===== config.mk =====
export PLATFORM = sky130hd
export DESIGN_NAME = register_file
export DESIGN_NICKNAME = d
export VERILOG_FILES = /design/src/rtl/register_file.sv
export SDC_FILE = /design/constraint.sdc
export NUM_CORES = 2
export LEC_CHECK = 0
export BUFFER_PORTS_ARGS = -buffer_cell sky130_fd_sc_hd__buf_2
export CORE_MARGIN = 5
export CORE_UTILIZATION = 30
export CTS_CLUSTER_DIAMETER = 150
export DETAILED_ROUTE_END_ITERATION = 8
export PLACE_DENSITY = 0.44
export SLEW_MARGIN = 5
export SYNTH_ARGS = -nofsm -noshare
export SYNTH_HDL_FRONTEND = slang
export SYNTH_SLANG_ARGS = --single-unit
export TNS_END_PERCENT = 10

===== constraint.sdc =====
create_clock -name clk -period 3.5 [get_ports clk]
set_clock_uncertainty 0.1 [all_clocks]
set_input_delay 0.525 -clock clk [delete_from_list [all_inputs] [get_ports clk]]
set_output_delay 0.525 -clock clk [all_outputs]
set_load 0.02 [all_outputs]

===== src/rtl/register_file.sv =====
// Two-read / one-write register file with hardwired-zero register 0 and async active-low reset.
// Optional write-to-read forwarding is enabled by defining REGFILE_BYPASS_EN.
module register_file #(
    parameter int  DATA_WIDTH = 64,
    parameter int  NUM_REGS   = 32,
    localparam int ADDR_WIDTH = (NUM_REGS > 1) ? $clog2(NUM_REGS) : 1
) (
    input  logic                  clk,
    input  logic                  rst_n,
    input  logic [ADDR_WIDTH-1:0] readRegister1,
    input  logic [ADDR_WIDTH-1:0] readRegister2,
    input  logic [ADDR_WIDTH-1:0] writeRegister,
    input  logic [DATA_WIDTH-1:0] writeData,
    input  logic                  regWrite,
    output logic [DATA_WIDTH-1:0] readData1,
    output logic [DATA_WIDTH-1:0] readData2
);

    logic [DATA_WIDTH-1:0] r_regs [NUM_REGS];

    logic w_rd1_in_range;
    logic w_rd2_in_range;
    logic w_wr_in_range;
    logic w_wr_en;
    logic [DATA_WIDTH-1:0] w_stored1;
    logic [DATA_WIDTH-1:0] w_stored2;

    // Out-of-range addresses only exist when NUM_REGS is not a power of two.
    generate
        if (NUM_REGS == (1 << ADDR_WIDTH)) begin : g_full_range
            assign w_rd1_in_range = 1'b1;
            assign w_rd2_in_range = 1'b1;
            assign w_wr_in_range  = 1'b1;
        end else begin : g_partial_range
            localparam logic [ADDR_WIDTH:0] LP_NUM_REGS = NUM_REGS[ADDR_WIDTH:0];
            assign w_rd1_in_range = ({1'b0, readRegister1} < LP_NUM_REGS);
            assign w_rd2_in_range = ({1'b0, readRegister2} < LP_NUM_REGS);
            assign w_wr_in_range  = ({1'b0, writeRegister} < LP_NUM_REGS);
        end
    endgenerate

    // An X on regWrite evaluates false in the if below, so only a clean 1 writes.
    assign w_wr_en = regWrite && (writeRegister != '0) && w_wr_in_range;

    always_ff @(posedge clk or negedge rst_n) begin
        if (!rst_n) begin
            for (int i = 0; i < NUM_REGS; i++) begin
                r_regs[i] <= '0;
            end
        end else if (w_wr_en) begin
            r_regs[writeRegister] <= writeData;
        end
    end

    always_comb begin
        w_stored1 = '0;
        w_stored2 = '0;
        if (rst_n && w_rd1_in_range && (readRegister1 != '0)) begin
            w_stored1 = r_regs[readRegister1];
        end
        if (rst_n && w_rd2_in_range && (readRegister2 != '0)) begin
            w_stored2 = r_regs[readRegister2];
        end
    end

`ifdef REGFILE_BYPASS_EN
    logic w_fwd1;
    logic w_fwd2;

    assign w_fwd1 = rst_n && w_wr_en && (writeRegister == readRegister1);
    assign w_fwd2 = rst_n && w_wr_en && (writeRegister == readRegister2);

    assign readData1 = w_fwd1 ? writeData : w_stored1;
    assign readData2 = w_fwd2 ? writeData : w_stored2;
`else
    assign readData1 = w_stored1;
    assign readData2 = w_stored2;
`endif

endmodule


# Yosys cells after proc, flatten, opt, wreduce, memory -nomap -nowiden
# Cells that the tools add are included.
word_totals:
  memories: 0
  rom_bits: 0
  out_inout_bits: 128
  elab_cells: 57
  register_bits: 2048
  mem_bits_rw: 0
  latch_bits: 0
  inputBits: 82
classes:
  multipliers: 0
  muxes: 11
  n_reduce_logical: 7
  n_addsub: 0
  n_shift: 0
  bitwise: 3
  n_div: 0
  n_lt_le_gt_ge: 4
  n_eq_ne: 0
ops:
  columns: ["op", "count"]
  rows:
  - ["$bwmux W2048", 1]
  - ["$bmux W64 S5", 2]
  - ["$mux W64", 7]
  - ["$demux W64 S5", 1]
  - ["$ge A6 B6 Y1 const B", 3]
  - ["$not A5 Y6", 3]
  - ["$reduce_bool A5 Y1", 3]
  - ["$lt A6 B1 Y1 const B", 1]
  - ["$logic_and A1 B1 Y1", 4]

# Longest topological paths before layout
logic_depth:
  ltp_word: 6
  ltp_mapped: 10
  ltp_nobuf: 4

# Least setup slack after synthesis
# Ideal clock, no wire load.
synth_timing:
  kind: "input port to output port"
  from: "input port readRegister2[1]"
  to: "output port readData2[15]"
  path_buffers: 2
  path_slack_ns: 0.422
  arrival_ns: 2.453
  required_time_ns: 2.875
  path_stages: 6
  cell_sequence: "buf_4 or3b_2 clkbuf_1 o221ai_1 a21oi_1 a2111oi_1"
synth_between:
  elab_chain_cells: 5
synth_lines:
  columns: ["item", "line", "text"]
  rows:
  - ["start, declared", "11", "input logic [ADDR_WIDTH-1:0] readRegister2,"]
  - ["$not A5 Y6 (not written as such)", "62", "w_stored2 = r_regs[readRegister2];"]
  - ["$bmux W64 S5", "62", null]
  - ["$mux W64 (not written as such) (2 in series)", "62", null]
  - ["$mux W64 *", "61", "if (rst_n && w_rd2_in_range && (readRegister2 != '0)) begin"]
  - ["end, declared", "16", "output logic [DATA_WIDTH-1:0] readData2"]
# Mark *: on every way between the ends. The rest lies on a longest branch, timed or not. The select of a mux whose other input is x is not followed.

# Worst setup path after layout
layout_timing:
  from: "input port readRegister2[0]"
  to: "output port readData2[41]"
# The elaborated chain is that of the path after synthesis.

==> flow_metrics.py <==
metrics = {
    "logic_synthesis": {
        "synth_top_area_share": 0.4740,
        "syn-num-nets": 6958,
        "synth-edff-count": 0,
        "synth_area_mm2": 0.1081,
        "syn_inst": 6876,
        "synth.area.top_cells": "dfrtp_1 47%, mux2_2 21%, mux4_2 20%",
        "yosys_register_bits": 2048,
        "synth_area_leader_cell": "dfrtp_1",
        "ys_types": 50,
        "synth-async-reset-ratio": 1.000,
        "yosysSeqAreaShare": 0.4740,
        "avgSynthCellArea_um2": 15.72,
        "ys_warn_count": 0,
        "synth_ff_type": "dfrtp_1",
    },
    "sta": {
        "setup_tns_ps": 0,
        "max_freq_mhz": 289.0,
        "layout_setup_ws_ps": 40.37,
        "worstMarginPinSlew_ps": 1124,
        "drv_slew": 0,
        "final_hold_viol_count": 0,
        "whs_ps": 137.1,
        "slew_headroom": 0.2505,
        "period_share": 0.9885,
        "setup_viol": 0,
        "rsz0062_at_grt": "yes",
        "final.min_clock_period_ps": 3460,
    },
    "placement": {
        "placed_area_mm2": 0.1184,
        "pre_cts_slack_ps": -412.9,
        "hpwl_mm": 256.9,
        "portBuffers": 209,
        "gp_congestion": 0.7728,
        "placed_cells": 11560,
    },
    "clock_network": {
        "root_buffer": "clkbuf_16",
        "htree_levels": 4,
        "clk_latency_ps": 910,
        "numClockSinks": 2048,
        "cts_made_buffers": 244,
        "cts_tree": "yes",
        "clk_pin_slew_ps": 60,
        "clockBufferDepth": 4,
    },
    "floorplanning": {
        "die_h_um": 610.3,
        "rows": 220,
        "dieArea_mm2": 0.3725,
        "start_util": 0.3012,
        "dieWidth_um": 610.3,
        "core_mm2": 0.3589,
        "io_pins": 210,
    },
    "critical_path": {
        "path_common_cell": "buf_12",
        "cp-start-kind": "primary input",
        "cp_top_family": "buffers and inverters",
        "path_class": "primary input to primary output",
        "path_buf_inv": 6,
        "path_max_fanout": 21,
        "cp_cell_sequence": "buf_12, buf_12, buf_4, o41ai_4, buf_12, a221o_1, a21oi_1, buf_4, buf_2",
        "crit_arrival_ps": 2830,
        "critical-path-max-stage-delay_ps": 730,
        "slowest_stage": "o41ai_4",
        "worst_setup_path_end_kind": "primary output",
        "crit_required_ps": 2870,
    },
    "detailed_routing": {
        "route.vias.total": 67876,
        "drtIter0Drc": 4544,
        "drt_wl_total_mm": 415.4,
        "drcViolationCount": 0,
        "viasPerCell": 5.636,
        "ant_nets": 0,
        "drt_pass1_iterations": 5,
        "routedWlPerCell_um": 34.50,
    },
    "power": {
        "irDropWorstVdd_mv": 0.4445,
        "comb_power_share": 0.199,
        "sw_frac_of_total": 0.2747,
        "p_int_mw": 53.26,
        "power_mw": 73.42,
        "power.leakage_nw": 54.71,
        "power_density_mw_per_mm2": 575.3,
        "clockPowerShare": 0.371,
        "pwr-share-seq": 0.430,
        "switchingPower_mw": 20.17,
    },
    "final_layout": {
        "fin_nets": 7121,
        "top_regs": "r_regs (2048)",
        "largest_reg_flops": 2048,
        "final_area_mm2": 0.1276,
        "mostFrequentLayoutCells": "2,057 x mux2_2, 2,048 x dfrtp_1, 960 x mux4_2",
        "final_util": 0.3556,
        "fin_cells": 12043,
        "area_growth_pct": 18.04,
        "n_fill_cell": 34175,
        "multi_input_area_mm2": 0.05397,
        "final_common_cell": "mux2_2",
        "register_area_mm2": 0.05125,
        "drive_above_1_share": 0.5900,
        "largest_register": "r_regs",
    },
    "worst_hold_path": {
        "hold_path.class": "primary input to flip-flop",
    },
    "run_status": {
        "outcome": "finished clean",
    },
    "flow_run": {
        "drv_cap": 0,
    },
    "grt": {
        "grt_max_degree": 170,
        "antenna_found_initial": 48,
        "grt_use_total": 0.2198,
        "grt_pass1_vias": 72426,
        "grt_pass1_wl_mm": 590.7,
        "overflow": 0,
    },
}
-- per-layer routing --
layer | GRT usage | up-vias | wire (um)
met3 | 0.03087 | 562 | 19310
met4 | 0.06091 | 20 | 12870
met2 | 0.3694 | 1830 | 203300
met1 | 0.2974 | 38154 | 179900
li1 | - | 27310 | -
met5 | 0 | - | 118
-- worst paths after layout --
path / slack (ps) / start / depth (start not counted) / endpoint
worst min-delay path: 140 / writeData[21] / 2 / r_regs[149]$_DFFE_PN0P_
max in group asynchronous: 850 / rst_n / 6 / r_regs[734]$_DFFE_PN0P_
worst max register to register: 2580 / r_regs[140]$_DFFE_PN0P_ / 1 / r_regs[140]$_DFFE_PN0P_
worst max-delay path: 40 / readRegister2[0] / 9 / readData2[41]
min in group asynchronous: 300 / rst_n / 3 / r_regs[462]$_DFFE_PN0P_
worst min register to register: 290 / r_regs[2039]$_DFFE_PN0P_ / 0 / r_regs[2039]$_DFFE_PN0P_
-- logic make-up after synthesis --
| kind of cell | share of synthesized area |
|---|---|
| muxes | 0.4504 |
| AOI/OAI and AO/OA | 0.03333 |
| DFF | 0.4740 |
| and+or+nand+nor | 0.007638 |
| buffers and inverters | 0.03462 |
-- repair_timing --
action	CTS	global route
hold buffers	2	0
hold endpoints to repair	308	0
resized for setup	76	18
cloned	1	0
buffers inserted	3	0
setup endpoints to repair	35	20
pin swaps	12	5
-- synth_stat cells (13+ instances only) --
master	n
mux2i_1	391
a211oi_1	29
buf_1	29
o221ai_1	92
a221oi_1	25
a2111oi_0	13
a22o_1	31
mux2_2	2057
buf_4	20
nor3_1	20
and2_1	16
a21oi_1	44
mux4_2	960
dfrtp_1	2048
a22oi_1	38
clkbuf_1	510
nand2_1	52
nor2b_1	13
o22ai_1	22
a221o_1	33
a31oi_1	23
buf_6	21
nor2_1	16
o22a_1	64
buf_2	226
-- power groups by stage --
| stage | Combinational (mW) | Sequential (mW) | Clock, mW |
|---|---|---|---|
| after floorplan | 10.8 | 30.6 | 0 |
| after global placement | 14.3 | 31.7 | 0 |
| after detailed placement | 14.6 | 31.9 | 0 |
| after CTS | 14.8 | 31.4 | 28.0 |
| after global routing | 15.7 | 32.1 | 28.9 |
| final | 14.6 | 31.6 | 27.3 |
-- area by class of cell --
class                      count  share of cell area
clock buffer                 353             0.05650
clock inverter               102             0.01039
timing repair buffer         734             0.06131
tap                         4773             0.04679
sequential                  2048              0.4016
multi-input combinational   4009              0.4229
inverter                       2           0.0001176
antenna                       22           0.0004314
(Power assumes the default switching activity.)
